File: src/rtl/branch_resolve_unit_pkg.sv
// Shared definitions for the branch resolve unit: opcode encodings, predictor
// counter encodings and the branch-condition decoder.
package branch_resolve_unit_pkg;

    typedef enum logic [4:0] {
        OP_BGTZ = 5'b01000,
        OP_BLEZ = 5'b01001,
        OP_J    = 5'b01010,
        OP_BNEZ = 5'b01100,
        OP_BEQZ = 5'b01101,
        OP_BLTZ = 5'b01110,
        OP_BGEZ = 5'b01111
    } branch_op_e;

    localparam logic [1:0] CTR_SNT   = 2'b00;
    localparam logic [1:0] CTR_WNT   = 2'b01;
    localparam logic [1:0] CTR_WT    = 2'b10;
    localparam logic [1:0] CTR_ST    = 2'b11;
    localparam logic [1:0] CTR_RESET = CTR_WNT;

    typedef struct packed {
        logic is_branch;
        logic is_cond;
        logic taken;
    } resolve_t;

    function automatic resolve_t resolve_branch(input logic [4:0] opcode,
                                                input logic       is_zero,
                                                input logic       is_neg);
        resolve_t r;
        r = '0;
        case (branch_op_e'(opcode))
            OP_BNEZ: begin r.is_branch = 1'b1; r.is_cond = 1'b1; r.taken = !is_zero;            end
            OP_BEQZ: begin r.is_branch = 1'b1; r.is_cond = 1'b1; r.taken = is_zero;             end
            OP_BLTZ: begin r.is_branch = 1'b1; r.is_cond = 1'b1; r.taken = is_neg;              end
            OP_BGEZ: begin r.is_branch = 1'b1; r.is_cond = 1'b1; r.taken = !is_neg;             end
            OP_BGTZ: begin r.is_branch = 1'b1; r.is_cond = 1'b1; r.taken = !is_neg && !is_zero; end
            OP_BLEZ: begin r.is_branch = 1'b1; r.is_cond = 1'b1; r.taken = is_neg || is_zero;   end
            OP_J:    begin r.is_branch = 1'b1; r.is_cond = 1'b0; r.taken = 1'b1;                end
            default: r = '0;
        endcase
        return r;
    endfunction

    function automatic logic [1:0] ctr_next(input logic [1:0] ctr, input logic taken);
        logic [1:0] n;
        n = ctr;
        if (taken && ctr != CTR_ST) begin
            n = ctr + 2'd1;
        end else if (!taken && ctr != CTR_SNT) begin
            n = ctr - 2'd1;
        end
        return n;
    endfunction

endpackage

File: src/rtl/branch_history_table.sv
// Table of 2-bit saturating direction counters with a combinational query port
// and a single registered update port.
module branch_history_table
    import branch_resolve_unit_pkg::*;
#(
    parameter int IDX_W = 4
) (
    input  logic             clk,
    input  logic             rst,
    input  logic [IDX_W-1:0] query_idx,
    output logic             query_taken,
    input  logic             upd_en,
    input  logic [IDX_W-1:0] upd_idx,
    input  logic             upd_taken
);

    localparam int DEPTH = 1 << IDX_W;

    logic [DEPTH-1:0] taken_bits;

    // Counters are plain flops so the whole table can clear asynchronously.
    generate
        for (genvar gi = 0; gi < DEPTH; gi++) begin : g_ctr
            logic [1:0] ctr_q;
            logic [1:0] ctr_d;

            always_comb begin
                ctr_d = ctr_q;
                if (upd_en && upd_idx == IDX_W'(gi)) begin
                    ctr_d = ctr_next(ctr_q, upd_taken);
                end
            end

            always_ff @(posedge clk or posedge rst) begin
                if (rst) begin
                    ctr_q <= CTR_RESET;
                end else begin
                    ctr_q <= ctr_d;
                end
            end

            assign taken_bits[gi] = ctr_q[1];
        end
    endgenerate

    // Reads the registered state, so a same-cycle update is not visible yet.
    assign query_taken = taken_bits[query_idx];

endmodule

File: src/rtl/branch_resolve_unit.sv
// Resolves branch direction against a zero compare, flags mispredictions and
// trains a small bimodal predictor on every delivered conditional branch.
module branch_resolve_unit
    import branch_resolve_unit_pkg::*;
#(
    parameter int WIDTH = 16,
    parameter int PC_W  = 16,
    parameter int IDX_W = 4
) (
    input  logic             clk,
    input  logic             rst,
    input  logic             in_valid,
    output logic             in_ready,
    input  logic [4:0]       in_opcode,
    input  logic [WIDTH-1:0] in_operand,
    input  logic [PC_W-1:0]  in_pc,
    input  logic             in_pred_taken,
    input  logic             flush,
    output logic             out_valid,
    input  logic             out_ready,
    output logic             out_taken,
    output logic             out_is_branch,
    output logic             out_mispredict,
    output logic [PC_W-1:0]  out_pc,
    input  logic [PC_W-1:0]  query_pc,
    output logic             query_taken
);

    logic            valid_q, valid_d;
    logic            taken_q, taken_d;
    logic            is_branch_q, is_branch_d;
    logic            is_cond_q, is_cond_d;
    logic            misp_q, misp_d;
    logic [PC_W-1:0] pc_q, pc_d;

    resolve_t res;
    logic     accept;
    logic     handshake;
    logic     unused_query_hi;

    assign res       = resolve_branch(in_opcode, in_operand == '0, in_operand[WIDTH-1]);
    assign in_ready  = !valid_q || out_ready;
    assign accept    = in_valid && in_ready && !flush;
    assign handshake = valid_q && out_ready;

    always_comb begin
        valid_d     = valid_q;
        taken_d     = taken_q;
        is_branch_d = is_branch_q;
        is_cond_d   = is_cond_q;
        misp_d      = misp_q;
        pc_d        = pc_q;
        if (accept) begin
            taken_d     = res.taken;
            is_branch_d = res.is_branch;
            is_cond_d   = res.is_cond;
            misp_d      = res.is_branch && (res.taken ^ in_pred_taken);
            pc_d        = in_pc;
        end
        // Flush wins over a new request; a drained slot empties unless refilled.
        if (flush) begin
            valid_d = 1'b0;
        end else if (accept) begin
            valid_d = 1'b1;
        end else if (handshake) begin
            valid_d = 1'b0;
        end
    end

    always_ff @(posedge clk or posedge rst) begin
        if (rst) begin
            valid_q     <= 1'b0;
            taken_q     <= 1'b0;
            is_branch_q <= 1'b0;
            is_cond_q   <= 1'b0;
            misp_q      <= 1'b0;
            pc_q        <= '0;
        end else begin
            valid_q     <= valid_d;
            taken_q     <= taken_d;
            is_branch_q <= is_branch_d;
            is_cond_q   <= is_cond_d;
            misp_q      <= misp_d;
            pc_q        <= pc_d;
        end
    end

    assign out_valid      = valid_q;
    assign out_taken      = taken_q;
    assign out_is_branch  = is_branch_q;
    assign out_mispredict = misp_q;
    assign out_pc         = pc_q;

    // Training is tied to delivery, so a coincident flush still trains.
    branch_history_table #(
        .IDX_W(IDX_W)
    ) u_bht (
        .clk        (clk),
        .rst        (rst),
        .query_idx  (query_pc[IDX_W-1:0]),
        .query_taken(query_taken),
        .upd_en     (handshake && is_cond_q),
        .upd_idx    (pc_q[IDX_W-1:0]),
        .upd_taken  (taken_q)
    );

    assign unused_query_hi = ^query_pc[PC_W-1:IDX_W];

endmodule

File: config.mk
export PLATFORM = sky130hd
export DESIGN_NAME = branch_resolve_unit
export DESIGN_NICKNAME = d
export VERILOG_FILES = /design/src/rtl/branch_resolve_unit_pkg.sv /design/src/rtl/branch_history_table.sv /design/src/rtl/branch_resolve_unit.sv
export SDC_FILE = /design/constraint.sdc
export NUM_CORES = 1
export LEC_CHECK = 0
export ABC_AREA = 1
export CORE_MARGIN = 2
export CORE_UTILIZATION = 43
export DETAILED_ROUTE_END_ITERATION = 8
export GPL_ROUTABILITY_DRIVEN = 1
export MAX_ROUTING_LAYER = met4
export PLACE_DENSITY = 0.82
export SYNTH_ARGS = -nofsm -noshare
export SYNTH_HDL_FRONTEND = slang
export SYNTH_SLANG_ARGS = --single-unit
File: constraint.sdc
create_clock -name clk -period 1.9 [get_ports clk]
set_clock_uncertainty 0.2 [all_clocks]
set_input_delay 0.38 -clock clk [delete_from_list [all_inputs] [get_ports clk]]
set_output_delay 0.38 -clock clk [all_outputs]
set_load 0.01 [all_outputs]
; ---- Word level (Yosys, flattened, before mapping)
; Cells that the tools add are included.
[word_totals]
register_bits = 53
inputBits = 59
[op_classes]
add_sub_neg = 32
n_lt_le_gt_ge = 1
eq_ne = 38
n_mux = 38
n_bitwise = 1
reduce_logical = 112
[op_table]
columns = op, n
row1 = 2-bit 2-to-1 mux, 32
row2 = 2-bit nonzero test, 32
row3 = 1-bit logical AND, 54
row4 = "5-bit by 4-bit equality test with 1-bit output, second input constant", 7
row5 = "2-bit by 1-bit adder with 2-bit output, second input constant", 16
row6 = "4-bit equality test, second input constant", 8
row7 = "2-bit inequality test, second input constant", 16
row8 = 2-bit AND reduction, 16
row9 = "2-bit by 1-bit subtractor with 2-bit output, second input constant", 16
row10 = 3-bit case mux with 7 select lines, 1
row11 = "4-bit by 3-bit equality test with 1-bit output, second input constant", 4
row12 = 16-bit zero test, 1
row13 = "4-bit by 2-bit equality test with 1-bit output, second input constant", 2
row14 = 1-bit zero test, 5
row15 = "4-bit by 5-bit less-than comparator with 1-bit output, second input constant", 1
row16 = 1-bit binary-select mux with 4-bit select, 1
row17 = "4-bit by 1-bit equality test with 1-bit output, second input constant", 1
row18 = 4-bit zero test, 1
row19 = 1-bit 2-to-1 mux, 4
row20 = 3-bit nonzero test, 1
row21 = 1-bit logical OR, 2
row22 = 1-bit XOR, 1

; ---- Depth between registers and ports, before layout
[depth]
word_depth = 6
depth_mapped = 11
depth_no_buf = 11

; ---- Hierarchy
; Synthesis repeated with hierarchy kept, for this count alone.
[hier_totals]
cells_unflattened = 402
hier_area_um2 = 2867.8
[by_module_without_submodules]
columns = mod, instances, cells_each, area_per_inst_um2, seq_area_each_um2
row1 = branch_history_table, 1, 257, 1846.8, 820.8
row2 = branch_resolve_unit, 1, 145, 1021.0, 525.5

; ---- Least setup slack after synthesis
; Ideal clock, no wire load.
[synth_timing]
kind = input port to output port
from = in query_pc[0]
to = out query_taken
t_arrival_ps = 1054
path_slack_ps = 266
cell_stages = 5
path_cell_list = buf_2 > nor2_1 > a211oi_1 > o311ai_0 > nand2_1
[synth_via]
elab_chain_cells = 2
[synth_rtl]
columns = item, line_no
row1 = from (decl), branch_resolve_unit.sv:25  ; input logic [PC_W-1:0] query_pc,
row2 = 1-bit binary-select mux with 4-bit select, branch_history_table.sv:47  ; assign query_taken = taken_bits[query_idx];
row3 = 1-bit 2-to-1 mux (not written as such), branch_history_table.sv:47
row4 = to (decl), branch_resolve_unit.sv:26  ; output logic query_taken
; No other way between the ends. The select of a mux whose other input is x is not followed.

; ---- Final worst setup path
[layout_timing]
from = reg u_bht.g_ctr[0].ctr_q[1]
to = out query_taken
[layout_via]
elab_chain_cells = 2
[layout_rtl]
columns = item, line_no
row1 = from (decl), branch_history_table.sv:24  ; logic [1:0] ctr_q;
row2 = from (signal assigned), branch_history_table.sv:38  ; ctr_q <= ctr_d;
row3 = 1-bit binary-select mux with 4-bit select, branch_history_table.sv:47
row4 = 1-bit 2-to-1 mux (not written as such), branch_history_table.sv:47
; No other way between the ends. The select of a mux whose other input is x is not followed.

==> impl_metrics.tcl <==
set metrics [dict create \
    synthFlopType "dfrtp_1" \
    critPathLaunchType "flip-flop" \
    yosysTopAreaCell "dfrtp_1" \
    vias_per_cell 5.077 \
    fin_crit_sh 1.027 \
    gp_congestion 0.8629 \
    synth_edf_count 0 \
    synth-seq-area-share 0.4821 \
    path_depth 5 \
    drt-initial-drc-count 128 \
    rsz0062_at_grt "yes" \
    synth_cells 362 \
    slew_viol_final 0 \
    violations "negative setup slack" \
    synth_area_per_cell_um2 7.715 \
    period_needed_ps 1952 \
    num-fill-cells 546 \
    slowest_stage "dfrtp_1" \
    worstSkewPairLatency_ps 320 \
    grt_usage 0.1982 \
    antenna_cells 0 \
    fp-row-count 29 \
    place_ws_ps -806.2 \
    async_flop_share 1.000 \
    io-pin-count 81 \
    path_cells "nor2_2 -> a211oi_1 -> o311ai_1 -> nand2_1 -> buf_2" \
    multi_input_area_mm2 0.001281 \
    hpwl_um 4833 \
    cts_tree "yes" \
    finalSetupTns_ps -52.17 \
    critPathTopFamily "flip-flops" \
    grt_max_degree 54 \
    grt_pass1_vias 2741 \
    layout.nets 526 \
    synth_nets 421 \
    power_leakage_nw 1.795 \
    clkTransAtPathRegs_ps 100 \
    cts_buffers 5 \
    vias 2767 \
    cp_max_fo 2 \
    syn_area_mm2 0.002793 \
    die_y_um 84.59 \
    ir_drop_uv 415.9 \
    end_kind "output port" \
    start_util 0.4423 \
    yosys.cell_types.count 28 \
    drt_first_pass_iters 4 \
    r2r_cells 5 \
    worstHoldPathType "in -> async" \
    synth_top_cell_area_share 0.3315 \
    globalRoute.totalOverflow 0 \
    worst_ep_arrival_time_ps 1370 \
    cts_root_buf "clkbuf_8" \
    design_area_mm2 0.003956 \
    maxSlewHeadroom 0.5841 \
    fmaxAchievable_mhz 512.3 \
    cts_htree_levels 2 \
    grt_first_pass_wirelength_um 11400 \
    synth_area_leaders "dfrtp_1, dfstp_2, nand2_1" \
    hold_violations 0 \
    clockBufferDepth 2 \
    drive_above_1_share 0.1987 \
    coreArea_mm2 0.006314 \
    route.detailed.drc 0 \
    layout_setup_ws_ps -52.17 \
    dpl_cell_area_mm2 0.003777 \
    status "finished with violations" \
    antenna_left 0 \
    cap_violations 0 \
    path_class "reg -> out" \
    antenna_found_initial 0 \
    post_drt_wl_per_cell_um 12.01 \
    synth-seq-cells 53 \
    tightest_slew_ps 623.1 \
    p_per_area_mw_per_mm2 643.3 \
    port-buffer-count 68 \
    die_area_mm2 0.007155 \
    wl_um 6547 \
    seqCellArea_mm2 0.001349 \
    setup_viol 1 \
    critPathBufInv 1 \
    flow.area_growth_from_synthesis_pct 41.67 \
    die_x_um 84.59 \
    crit_required_ps 1320 \
    ys_warn_count 0 \
    cts.sinks 53 \
    max_stage_delay_ps 430 \
]
[final cells by class]
class | count | share of cell area
Tap cell | 77 | 0.02435
Multi-Input combinational cell | 259 | 0.3238
Clock inverter | 3 | 0.006325
Inverter | 41 | 0.03890
Timing Repair Buffer | 107 | 0.2483
Sequential cell | 53 | 0.3409
Clock buffer | 5 | 0.01739
[stage by stage]
stage	instances	utilization	power [W]	hold WS [ps]
after global routing	545	0.6266	0.002674	239.2
final	545	0.6266	0.002545	208.5
after floorplan	362	-	0.001550	243.1
after detailed placement	529	0.5983	0.001867	263.0
after CTS	542	0.6189	0.002552	217.4
after global placement	529	0.5983	0.001849	256.1
[what timing repair did]
action,4_1_cts,5_1_grt
hold buffers,0,0
buffers inserted,5,3
gates resized for setup,19,7
setup endpoints to repair,6,11
cloned,0,0
pin swaps,1,5
[worst paths after layout]
check / endpoint / start / slack, ps
min in group clk: out_valid$_DFFE_PP0P_ / out_ready / 250
worst max register to register: u_bht.g_ctr[9].ctr_q[0]$_DFFE_PP1P_ / out_taken$_DFFE_PP0P_ / 150
worst min-delay path: u_bht.g_ctr[8].ctr_q[1]$_DFFE_PP0P_ / rst / 210
worst min register to register: out_pc[12]$_DFFE_PP0P_ / out_pc[12]$_DFFE_PP0P_ / 280
max in group asynchronous: u_bht.g_ctr[6].ctr_q[0]$_DFFE_PP1P_ / rst / 990
worst max-delay path: query_taken / u_bht.g_ctr[0].ctr_q[1]$_DFFE_PP0P_ / -50
[state kept, by name, indices dropped and copies added (netlist names)]
signal             count
out_is_branch          1
out_pc                16
out_mispredict         1
u_bht.g_ctr.ctr_q     32
out_taken              1
is_cond_q              1
out_valid              1
[cells in the final DEF (no fill, tap or decap), drive strengths merged]
master	synthesis	routed
dlygate4sd2	0	2
dfstp	16	16
nand4	2	2
o211ai	7	7
nor3	11	11
a211oi	3	3
nand3	6	6
o21ai	71	71
buf	4	41
nand2	98	98
clkinvlp	0	1
clkdlybuf4s50	0	62
and2	1	1
o311ai	1	1
dlymetal6s2s	0	2
o22ai	3	3
clkbuf	5	5
clkinv	0	1
nor2	34	34
inv	41	42
a21oi	15	15
o31ai	5	5
dfrtp	37	37
mux2i	2	2
[power by group]
group,internal [W],switching (W),total [W]
combinational,0.000297,0.000294,0.000591
clock,0.000267,0.000397,0.000664
sequential,0.00123,0.0000604,0.00129
[cells in the mapped netlist, types with 5 or more instances]
master     n
o211ai_1   7
dfrtp_1   37
nor3_1     5
a21oi_1   15
clkbuf_1   5
dfstp_2   16
o21ai_0   59
nand3_1    5
o21ai_1   11
nor2_1    31
nand2_1   98
inv_2      6
inv_1     35
[per-layer routing]
layer / wire (µm) / global-route usage / vias to the layer above / part of all wire
met2: 3120 / 0.3193 / 76 / 0.48
met5: 0 / - / - / 0
met4: 102 / 0.05772 / 0 / 0.016
met3: 257 / 0.04621 / 13 / 0.039
met1: 3067 / 0.2505 / 1281 / 0.47
li1: - / - / 1397 / -
[worst reg2reg max path: stages (launching register included)]
cell and delay [ps]:
dfrtp_1 410, buf_4 150, inv_1 460, a21oi_1 140
a211oi_1 260, a21oi_1 60
[cells by family (layout without fill, tap and decap cells)]
kind of cell,Yosys count,count (layout),synth area share
mux,2,2,0.007169
compound gates,105,105,0.2074
flops,53,53,0.4821
buf+inv,50,156,0.06855
simple gates,152,152,0.2348
Note: power is estimated with default switching activity, not from simulation.
